**src/rtl/pe_ctrl_pkg.sv**
```systemverilog
// pe_ctrl_pkg: shared types and constants for the PE control sequencer.
// Holds the sequencer state enum, dataflow encodings and field widths.
package pe_ctrl_pkg;

  typedef enum logic [1:0] {
    IDLE  = 2'd0,
    RUN   = 2'd1,
    DRAIN = 2'd2
  } state_t;

  localparam logic DF_OS = 1'b0;
  localparam logic DF_WS = 1'b1;

  localparam int SHIFT_W = 5;
  localparam int LEN_W   = 5;

endpackage

```
**src/rtl/pe_ctrl_perf.sv**
```systemverilog
// pe_ctrl_perf: saturating busy/stall cycle counters for pe_ctrl_seq.
// Ports: clock, reset, busy, stall in; busy_cyc, stall_cyc [31:0] out.
module pe_ctrl_perf (
  input  logic        clock,
  input  logic        reset,
  input  logic        busy,
  input  logic        stall,
  output logic [31:0] busy_cyc,
  output logic [31:0] stall_cyc
);

  always_ff @(posedge clock or posedge reset) begin
    if (reset) begin
      busy_cyc  <= '0;
      stall_cyc <= '0;
    end else begin
      if (busy && (busy_cyc != '1))
        busy_cyc <= busy_cyc + 32'd1;
      if (busy && stall && (stall_cyc != '1))
        stall_cyc <= stall_cyc + 32'd1;
    end
  end

endmodule

```
**src/rtl/pe_ctrl_seq.sv**
```systemverilog
// pe_ctrl_seq: turns accepted commands into per-beat PE array controls.
// In: clock, reset, cmd_* (valid/ready handshake), stall.
// Out: ctl_* beat fields, busy, err_bad_len.
// Define PE_CTRL_PERF_EN to add perf_busy_cyc/perf_stall_cyc.
module pe_ctrl_seq
  import pe_ctrl_pkg::*;
#(
  parameter int ROWS      = 16,
  parameter int ID_W      = 3,
  parameter int DRAIN_CYC = ROWS
) (
  input  logic               clock,
  input  logic               reset,
  input  logic               cmd_valid,
  output logic               cmd_ready,
  input  logic               cmd_dataflow,
  input  logic [SHIFT_W-1:0] cmd_shift,
  input  logic [LEN_W-1:0]   cmd_len,
  input  logic               cmd_flush,
  input  logic               stall,
  output logic               ctl_valid,
  output logic               ctl_dataflow,
  output logic               ctl_propagate,
  output logic [SHIFT_W-1:0] ctl_shift,
  output logic [ID_W-1:0]    ctl_id,
  output logic               ctl_last,
  output logic               ctl_zero,
  output logic               busy,
  output logic               err_bad_len
`ifdef PE_CTRL_PERF_EN
  ,
  output logic [31:0]        perf_busy_cyc,
  output logic [31:0]        perf_stall_cyc
`endif
);

  localparam int MAXC  = (ROWS > DRAIN_CYC) ? ROWS : DRAIN_CYC;
  localparam int CNT_W = (MAXC > 1) ? $clog2(MAXC) : 1;
  localparam logic [CNT_W-1:0] DRAIN_LAST = CNT_W'(DRAIN_CYC - 1);

  state_t             state_q, state_d;
  logic [CNT_W-1:0]   cnt_q, cnt_d;
  logic [LEN_W-1:0]   lm1_q, lm1_d;
  logic               flush_q, flush_d;
  logic               df_q, df_d;
  logic [SHIFT_W-1:0] sh_q, sh_d;
  logic               prop_q, prop_d;
  logic [ID_W-1:0]    id_q, id_d;
  logic [ID_W-1:0]    nid_q, nid_d;
  logic               last_q, last_d;
  logic               zero_q, zero_d;
  logic               err_q, err_d;
  logic               fin;
  logic               legal;
  logic               take;

  always_comb begin
    state_d   = state_q;
    cnt_d     = cnt_q;
    lm1_d     = lm1_q;
    flush_d   = flush_q;
    df_d      = df_q;
    sh_d      = sh_q;
    prop_d    = prop_q;
    id_d      = id_q;
    nid_d     = nid_q;
    last_d    = last_q;
    zero_d    = zero_q;
    err_d     = 1'b0;
    fin       = (state_q == RUN)
             && (cnt_q == CNT_W'(lm1_q));
    legal     = (cmd_len != '0)
             && (int'(cmd_len) <= ROWS);
    cmd_ready = (state_q == IDLE)
             || (fin && !stall && !flush_q);
    take      = cmd_valid && cmd_ready;

    unique case (state_q)
      IDLE: ;
      RUN: begin
        if (!stall) begin
          if (fin) begin
            last_d = 1'b0;
            if (flush_q) begin
              state_d = DRAIN;
              cnt_d   = '0;
              prop_d  = ~prop_q;
              zero_d  = 1'b1;
            end else begin
              state_d = IDLE;
            end
          end else begin
            cnt_d  = cnt_q + 1'b1;
            last_d = ((cnt_q + 1'b1) == CNT_W'(lm1_q));
          end
        end
      end
      DRAIN: begin
        if (!stall) begin
          if (cnt_q == DRAIN_LAST) begin
            state_d = IDLE;
            zero_d  = 1'b0;
          end else begin
            cnt_d = cnt_q + 1'b1;
          end
        end
      end
      default: state_d = IDLE;
    endcase

    // A take in RUN only happens on a final non-flush beat, so this
    // overrides the IDLE return and chains the next command bubble-free.
    if (take) begin
      if (legal) begin
        state_d = RUN;
        cnt_d   = '0;
        lm1_d   = cmd_len - 5'd1;
        flush_d = cmd_flush;
        df_d    = cmd_dataflow;
        sh_d    = cmd_shift;
        prop_d  = ~prop_q;
        id_d    = nid_q;
        nid_d   = nid_q + 1'b1;
        last_d  = (cmd_len == 5'd1);
        zero_d  = 1'b0;
      end else begin
        err_d = 1'b1;
      end
    end
  end

  always_ff @(posedge clock or posedge reset) begin
    if (reset) begin
      state_q <= IDLE;
      cnt_q   <= '0;
      lm1_q   <= '0;
      flush_q <= 1'b0;
      df_q    <= DF_OS;
      sh_q    <= '0;
      prop_q  <= 1'b0;
      id_q    <= '0;
      nid_q   <= '0;
      last_q  <= 1'b0;
      zero_q  <= 1'b0;
      err_q   <= 1'b0;
    end else begin
      state_q <= state_d;
      cnt_q   <= cnt_d;
      lm1_q   <= lm1_d;
      flush_q <= flush_d;
      df_q    <= df_d;
      sh_q    <= sh_d;
      prop_q  <= prop_d;
      id_q    <= id_d;
      nid_q   <= nid_d;
      last_q  <= last_d;
      zero_q  <= zero_d;
      err_q   <= err_d;
    end
  end

  assign busy          = (state_q != IDLE);
  assign ctl_valid     = busy && !stall;
  assign ctl_dataflow  = df_q;
  assign ctl_propagate = prop_q;
  assign ctl_shift     = sh_q;
  assign ctl_id        = id_q;
  assign ctl_last      = last_q;
  assign ctl_zero      = zero_q;
  assign err_bad_len   = err_q;

`ifdef PE_CTRL_PERF_EN
  pe_ctrl_perf u_perf (
    .clock     (clock),
    .reset     (reset),
    .busy      (busy),
    .stall     (stall),
    .busy_cyc  (perf_busy_cyc),
    .stall_cyc (perf_stall_cyc)
  );
`endif

endmodule

```
**config.mk**
```make
export PLATFORM = sky130hd
export DESIGN_NAME = pe_ctrl_seq
export DESIGN_NICKNAME = d
export VERILOG_FILES = /design/src/rtl/pe_ctrl_pkg.sv /design/src/rtl/pe_ctrl_perf.sv /design/src/rtl/pe_ctrl_seq.sv
export SDC_FILE = /design/constraint.sdc
export NUM_CORES = 1
export LEC_CHECK = 0
export CAP_MARGIN = 10
export CORE_ASPECT_RATIO = 1.25
export CORE_UTILIZATION = 40
export CTS_CLUSTER_SIZE = 8
export DETAILED_ROUTE_END_ITERATION = 12
export GPL_TIMING_DRIVEN = 0
export HOLD_SLACK_MARGIN = 0.02
export SYNTH_ARGS = -nofsm -noshare
export SYNTH_HDL_FRONTEND = slang
export SYNTH_SLANG_ARGS = --single-unit
```
**constraint.sdc**
```tcl
create_clock -name clock -period 3 [get_ports clock]
set_input_delay 0.45 -clock clock [delete_from_list [all_inputs] [get_ports clock]]
set_output_delay 0.45 -clock clock [all_outputs]
set_load 0.02 [all_outputs]
```
## Word-level counts from Yosys, hierarchy flattened

Cells that the tools add are included.

| cells by class | value |
|---|---|
| add/subtract/negate cells | 3 |
| multiply operators | 0 |
| div/mod/pow operators | 0 |
| magnitude comparators | 1 |
| eq/ne operators | 6 |
| shift-type cells | 0 |
| mux-type cells | 37 |
| bitwise operators | 1 |
| reduce and logical (&&, ||, !) cells | 13 |

Operator list:

| kind | count |
|---|---|
| 4-bit 2-to-1 mux | 7 |
| 1-bit 2-to-1 mux | 20 |
| 2-bit 2-to-1 mux | 7 |
| 4-bit == test | 2 |
| 4-bit case mux with 2 select lines | 1 |
| 1-bit logical AND | 6 |
| 2-bit case mux with 3 select lines | 1 |
| 5-bit by 1-bit == test with 1-bit output (second input constant) | 1 |
| 5-bit <= comparator (second input constant) | 1 |
| 5-bit nonzero test | 1 |
| 4-bit by 1-bit adder with 4-bit output (second input constant) | 1 |
| 4-bit == test (second input constant) | 1 |
| 4-bit by 1-bit subtractor with 4-bit output (second input constant) | 1 |
| 3-bit by 1-bit adder with 3-bit output (second input constant) | 1 |
| 2-bit by 1-bit == test with 1-bit output (second input constant) | 1 |
| 2-bit == test (second input constant) | 1 |
| 1-bit logical NOT | 2 |
| 2-bit logical NOT | 1 |
| 1-bit case mux with 2 select lines | 1 |
| 2-bit AND reduction | 1 |
| 2-bit nonzero test | 1 |
| 1-bit logical OR | 1 |
| 1-bit inverter | 1 |

| word-level totals | value |
|---|---|
| register bits after elaboration | 27 |
| bits in latches | 0 |
| RAM bits | 0 |
| ROM bits | 0 |
| bits of input ports | 16 |
| output and inout bits | 16 |
| word-level logic and storage cells | 73 |
| memories kept | 0 |

## Longest topological paths before layout

Gate-level depths: netlist (run 1).

| depth | value |
|---|---|
| depth after elaboration | 7 |
| depth in mapped cells | 9 |
| depth with buffers taken out | 7 |

## Worst setup path after synthesis (run 1)

OpenSTA, ideal clock, no wires.

| timing path | value |
|---|---|
| path kind | register to register |
| from | register cnt_q[2] |
| to | register df_q (netlist: ctl_dataflow) |
| setup time | 0.125 ns |
| arrival | 2.305 ns |
| data required time | 2.875 ns |
| slack | 0.570 ns |
| cell stages (with the launch flop) | 10 |
| path buffers | 4 |
| period minus slack after synthesis | 2.430 ns |
| cell sequence | dfrtp_1 -> buf_6 -> xor2_1 -> or4_4 -> buf_6 -> o31a_1 -> nor2b_1 -> buf_4 -> buf_12 -> mux2_4 |

| between the ends | value |
|---|---|
| cells in the longest elaborated chain, start to end | 7 |

Ends and longest elaborated chain:

| what | RTL line | RTL |
|---|---|---|
| start: declaration | pe_ctrl_seq.sv:42 | `logic [CNT_W-1:0] cnt_q, cnt_d;` |
| start signal: assignment | pe_ctrl_seq.sv:148 | `cnt_q <= cnt_d;` |
| 4-bit == test | pe_ctrl_seq.sv:71 | `&& (cnt_q == CNT_W'(lm1_q));` |
| 1-bit logical AND | pe_ctrl_seq.sv:71 |  |
| 1-bit logical AND (2 in series) | pe_ctrl_seq.sv:75 | `\|\| (fin && !stall && !flush_q);` |
| 1-bit logical OR | pe_ctrl_seq.sv:75 |  |
| 1-bit logical AND | pe_ctrl_seq.sv:76 | `take = cmd_valid && cmd_ready;` |
| 2-bit AND reduction (no line) | n/a |  |
| end signal: assignment | pe_ctrl_seq.sv:138 | `df_q <= DF_OS;` |
| end signal: assignment | pe_ctrl_seq.sv:151 | `df_q <= df_d;` |
| end: declaration | pe_ctrl_seq.sv:45 | `logic df_q, df_d;` |

No other way between the ends.
A chain may end at the register's enable or synchronous reset.

## Final worst setup path (run 1)

| timing path | value |
|---|---|
| from | register state_q[1] |
| to | output cmd_ready |

| between the ends | value |
|---|---|
| cells in the longest elaborated chain, start to end | 5 |
| elaborated cells on any way between the ends | 6 |
| those cells by class | 1 x eq/ne; 5 x reduce/logical |

Ends and longest elaborated chain:

| what | RTL line | RTL |
|---|---|---|
| start: declaration | pe_ctrl_seq.sv:41 | `state_t state_q, state_d;` |
| start signal: assignment | pe_ctrl_seq.sv:147 | `state_q <= state_d;` |
| 2-bit by 1-bit == test with 1-bit output | pe_ctrl_seq.sv:70 | `fin = (state_q == RUN)` |
| 1-bit logical AND | pe_ctrl_seq.sv:71 |  |
| 1-bit logical AND (2 in series) | pe_ctrl_seq.sv:75 |  |
| 1-bit logical OR (*) | pe_ctrl_seq.sv:75 |  |
| end: declaration | pe_ctrl_seq.sv:15 | `output logic cmd_ready,` |

Mark *: on every way between the ends. The rest lies on a longest branch, timed or not.

==> flow_metrics.py, run 1 <==
metrics = {
    "outcome": {
        "outcome": "complete, no violations",
    },
    "critical_path": {
        "reg2reg_from": "cnt_q[2]",
        "worstRegToRegCells": 9,
        "r2r-end": "ctl_shift[4]",
        "cp_max_fo": 7,
        "required_ps": 2550,
        "worstSetupPathType": "reg -> out",
        "setup.worst_path.start_class": "flop",
        "worstPathArrival_ps": 2410,
        "end_kind": "primary output",
        "r2r_slack_ps": 360,
        "endpoint": "cmd_ready",
        "critPathLaunch": "state_q[1]",
    },
    "grt": {
        "gr-total-overflow": 0,
        "antenna_found_initial": 0,
        "grt_max_degree": 28,
        "grt_use_total": 0.1835,
        "grt_pass1_wl_um": 5934,
        "grt_pass1_vias": 1283,
    },
    "timing": {
        "setup_tns_ps": 0,
        "finalHoldViolCount": 0,
        "min_period_ps": 2862,
        "setup_viol": 0,
        "maxSlewHeadroom": 0.3218,
        "maxClockFrequency_mhz": 349.3,
        "worst_pin_slew_ps": 1016,
        "final_max_slew_viol_count": 0,
        "rsz0062_at_grt": "false",
        "skew_ps": 3.155,
        "period_share": 0.9542,
    },
    "yosys": {
        "ys.flop_type": "dfrtp_1",
        "syn_inst": 146,
        "synthTopCellsByArea": "dfrtp_1 (43%), mux2_4 (6.6%), ha_1 (6.3%), mux2_2 (5.0%), xor2_1 (3.9%)",
        "synth-seq-area-share": 0.4272,
        "syn_nets": 170,
        "synth-seq-cells": 27,
        "synth_area_per_cell_um2": 10.83,
        "async_flop_share": 1.000,
        "synth_edf_count": 0,
        "synth_warnings": 0,
        "synth_top_area_share": 0.4272,
        "yosysUniqueCellTypes": 39,
        "netlist_area_mm2": 0.001582,
        "yosysTopAreaCell": "dfrtp_1",
    },
    "drt": {
        "drt_iter0_markers": 53,
        "drt-total-wl_um": 3457,
        "antenna_left": 0,
        "vias": 1190,
        "wl_per_cell_um": 14.77,
        "viasPerCell": 5.085,
        "remaining_drc_errors": 0,
        "drt_first_pass_iters": 4,
    },
    "power": {
        "netSwitchingPower_uw": 776.8,
        "p_int_mw": 1.171,
        "vdd_drop_max_mv": 0.5277,
        "powerDensity_mw_per_mm2": 973.0,
        "switching_share": 0.3988,
        "pwr-share-comb": 0.558,
        "seqPwrFrac": 0.337,
        "power.leakage_nw": 0.8604,
        "clkPwrFrac": 0.105,
    },
    "clocking": {
        "cts.repair.resized": 0,
        "tritoncts": "yes",
        "clk_path_buf_depth": 2,
        "htree_num_levels": 1,
        "clkSlewWorstSetupHoldPaths_ps": 90,
        "cts_root_buffer": "clkbuf_8",
        "clock_latency_ps": 270,
        "postCtsSetupRepairBufs": 0,
        "cts.sinks": 27,
        "holdBufCountCts": 0,
        "cts_made_buffers": 3,
    },
    "final_layout": {
        "drive_above_1_share": 0.1500,
        "fin_area_mm2": 0.002002,
        "area_delta_synth_final_pct": 26.58,
        "fillers": 372,
        "final_common_cell": "clkdlybuf4s50_1",
        "layout_common_cells": "clkdlybuf4s50_1 (30), dfrtp_1 (27), inv_1 (11)",
        "nets": 205,
        "diodes": 0,
    },
    "floorplan": {
        "start_util": 0.4179,
        "dieArea_mm2": 0.004211,
        "coreArea_mm2": 0.003785,
        "die_width_um": 58.24,
        "placementRows": 25,
        "die_h_um": 72.30,
        "io_pins": 32,
    },
    "placed_design": {
        "finalWeightedCongestion": 0.8589,
        "io_buffer_count": 30,
        "postPlaceCellArea_mm2": 0.001949,
        "dp_hpwl_um": 2572,
    },
    "flow_run": {
        "cap_violations": 0,
    },
    "worst_hold_path": {
        "worstHoldPathType": "reg -> reg",
    },
}
## state kept, by name, summed over array words and instances (netlist names), 2 cells and up
name / cells
ctl_shift: 5
cnt_q: 4
lm1_q: 4
ctl_id: 3
nid_q: 3
state_q: 2
## per-stage QoR
step	setup WS [ps]	instances	power (mW)	hold slack, ps	utilization
global placement	247.1	230	1.701	459.9	0.5150
floorplan	569.6	146	1.362	441.8	-
detailed placement	208.9	230	1.736	468.4	0.5150
CTS	101.9	234	1.956	487.5	0.5273
finish	137.5	234	1.948	485.5	0.5289
global route	21.99	234	2.079	527.6	0.5289
## final cells by class
cell class                 instances  area, um2  area share
multi-input combinational        101      794.5      0.3969
inverter                          11      41.29     0.02063
clock inverter                     1      5.005    0.002500
timing repair buffer              30      300.3      0.1500
tap                               54      67.56     0.03375
clock buffer                       3      41.29     0.02063
buffer                             7      76.32     0.03813
sequential                        27      675.6      0.3375
## routing by layer
layer / vias to the layer above / wire length, um / track usage
met5: - / 0 / 0
met4: 0 / 29 / 0.05820
met3: 2 / 67 / 0.02317
met2: 20 / 1882 / 0.3384
met1: 593 / 1478 / 0.2178
li1: 575 / - / -
## synth_stat cells (all sizes together) (4+ instances only)
master / number
nor2: 7
buf: 6
dfrtp: 27
ha: 8
o21ai: 9
nand2: 9
inv: 11
xnor2: 6
a21oi: 8
mux2: 14
xor2: 7
nand3: 4
## worst max-delay path, cell delays in order, from the launching register on
cell,delay (ps)
dfrtp_1,420
inv_1,90
ha_1,250
nor2b_1,490
nand2_1,90
o21ai_0,180
clkdlybuf4s50_1,630
## cells by family after synthesis
family,after synthesis,share of synthesized area
AND/OR/NAND/NOR,32,0.1060
adder cells (fa/ha/maj),8,0.06329
XOR/XNOR,13,0.07199
AO/OA/AOI/OAI,32,0.1282
flip-flops,27,0.4272
multiplexers,16,0.1290
buffers and inverters,18,0.07437
## power by group through the flow
| stage | combinational, mW | clock, mW | sequential, mW |
|---|---|---|---|
| 3_5_place_dp | 1.07 | 0 | 0.662 |
| 3_3_place_gp | 1.05 | 0 | 0.653 |
| 4_1_cts | 1.08 | 0.214 | 0.658 |
| 2_1_floorplan | 0.630 | 0 | 0.732 |
| 6_report | 1.09 | 0.205 | 0.656 |
| 5_1_grt | 1.18 | 0.222 | 0.679 |
## worst min path at each step
stage / cells past startpoint / slack, ps / end / from
floorplan: 1 / 440 / nid_q[2] / nid_q[2]
global placement: 1 / 460 / nid_q[2] / nid_q[2]
detailed placement: 1 / 470 / nid_q[2] / nid_q[2]
CTS: 1 / 490 / ctl_propagate / ctl_propagate
global route: 1 / 530 / ctl_propagate / ctl_propagate
finish: 1 / 490 / nid_q[2] / nid_q[2]
Power figures use the tool's default switching activity.
==> run 2: changes to the inputs <==
==> constraint.sdc (replaced) <==
create_clock -name clock -period 2.9 [get_ports clock]
set_input_delay 0.435 -clock clock [delete_from_list [all_inputs] [get_ports clock]]
set_output_delay 0.435 -clock clock [all_outputs]
set_load 0.02 [all_outputs]
==> run 2 against run 1 <==
Effect of this change:
- combinational power increased by 4%
- setup slack improved by 34 ps
- final cell count unchanged
- largest power group unchanged
- highest routed layer unchanged
==> flow_metrics.py, run 2 (same netlist as run 1, synthesis figures left out) <==
metrics = {
    "power": {
        "powerDensity_mw_per_mm2": 1007,
        "power.leakage_nw": 0.8612,
        "vdd_drop_max_mv": 0.5456,
    },
    "timing": {
        "min_period_ps": 2728,
        "finalHoldViolCount": 0,
        "setup_viol": 0,
        "hold_slack_ps": 485.4,
        "final_max_slew_viol_count": 0,
        "maxSlewHeadroom": 0.3179,
        "maxClockFrequency_mhz": 366.5,
        "rsz0062_at_grt": "false",
        "worst_pin_slew_ps": 1022,
        "setup_tns_ps": 0,
        "skew_ps": 2.545,
        "period_share": 0.9408,
    },
    "clocking": {
        "holdBufCountCts": 0,
        "cts.sinks": 27,
        "cts_made_buffers": 3,
        "tritoncts": "yes",
        "cts_root_buffer": "clkbuf_8",
        "clock_latency_ps": 270,
        "clkSlewWorstSetupHoldPaths_ps": 90,
        "clk_path_buf_depth": 2,
        "htree_num_levels": 1,
    },
    "outcome": {
        "outcome": "complete, no violations",
    },
    "critical_path": {
        "critPathLaunch": "cnt_q[2]",
        "r2r_slack_ps": 260,
        "setup.worst_path.start_class": "flop",
        "required_ps": 2470,
        "cp_max_fo": 8,
        "reg2reg_from": "cnt_q[2]",
        "worstRegToRegCells": 9,
        "r2r-end": "ctl_shift[4]",
        "worstPathArrival_ps": 2290,
        "worstSetupPathType": "reg -> out",
        "end_kind": "primary output",
    },
    "drt": {
        "wl_per_cell_um": 14.85,
        "drt_iter0_markers": 61,
        "viasPerCell": 5.150,
        "drt_first_pass_iters": 4,
        "drt-total-wl_um": 3474,
        "vias": 1205,
        "antenna_left": 0,
        "remaining_drc_errors": 0,
    },
    "grt": {
        "grt_pass1_wl_um": 5934,
        "grt_use_total": 0.1835,
        "antenna_found_initial": 0,
        "grt_pass1_vias": 1283,
        "grt_max_degree": 28,
        "gr-total-overflow": 0,
    },
    "placed_design": {
        "dp_hpwl_um": 2572,
        "placed_cells": 230,
        "io_buffer_count": 30,
        "finalWeightedCongestion": 0.8589,
    },
    "worst_hold_path": {
        "min_path_cells": 1,
        "worstHoldPathType": "reg -> reg",
        "worstHoldStart": "nid_q[2]",
        "whs_endpoint": "nid_q[2]",
    },
    "final_layout": {
        "final_cells": 234,
        "drive_above_1_share": 0.1556,
        "final_common_cell": "clkdlybuf4s50_1",
        "fillers": 371,
        "largest_reg_flops": 5,
        "nets": 205,
        "layout_common_cells": "clkdlybuf4s50_1 (30), dfrtp_1 (27), inv_1 (11)",
        "diodes": 0,
        "area_delta_synth_final_pct": 26.74,
    },
    "floorplan": {
        "io_pins": 32,
        "start_util": 0.4179,
        "dieArea_mm2": 0.004211,
        "placementRows": 25,
        "die_h_um": 72.30,
        "coreArea_mm2": 0.003785,
        "die_width_um": 58.24,
    },
    "flow_run": {
        "cap_violations": 0,
    },
}
## run 2: cell counts in the layout (fill, tap and decap cells not counted)
Identical to the previous run, type by type.
## run 2: how the worst max path moves through the flow
stage                         to
detailed placement  ctl_shift[2]
CTS                    cmd_ready
finish                 cmd_ready
floorplan           ctl_dataflow
global placement    ctl_shift[4]
global route           cmd_ready
## run 2: routing by layer
layer | track usage | vias up | routed length (um)
met4 | 0.05820 | 0 | 45
met3 | 0.02317 | 4 | 72
met1 | 0.2178 | 606 | 1481
li1 | - | 575 | -
met5 | 0 | - | 0
met2 | 0.3384 | 20 | 1874
## run 2: through the flow
stage | setup slack (ps) | power [mW] | utilization | cell area, um2
floorplan | 469.6 | 1.409 | - | 1582
finish | 171.8 | 2.019 | 0.5296 | 2004
detailed placement | 123.9 | 1.796 | 0.5150 | 1949
global route | 35.91 | 2.152 | 0.5296 | 2004
global placement | 162.1 | 1.759 | 0.5150 | 1949
CTS | 16.86 | 2.023 | 0.5273 | 1996
## run 2: timing repair
item | 4_1_cts | 5_1_grt
buffers inserted | 0 | 0
endpoints found under the setup margin | 0 | 1
resized for setup | 0 | 2
## run 2: power breakdown
group / total [mW] / switching, mW / leakage, nW / internal, mW
registers: 0.679 / 0.134 / 0.333 / 0.545
logic: 1.13 / 0.555 / 0.503 / 0.571
clock network: 0.213 / 0.117 / 0.0255 / 0.0962
## run 2: critical path, cell delays in order (launching register included)
cell             delay [ps]
dfrtp_1                 380
buf_6                   140
xor2_1                  200
nor4_2                  420
nand2_1                  80
o21ai_0                 180
clkdlybuf4s50_1         630
## run 2: area by class of cell
cell class,count,area (um2),share of cell area
plain buffers,7,76.32,0.03808
clock buffers,3,41.29,0.02060
well taps,54,67.56,0.03371
multi-input cells,101,797.0,0.3976
inverters,11,41.29,0.02060
repair buffers,30,300.3,0.1498
flip-flops and latches,27,675.6,0.3371
clock inverters,1,5.005,0.002497
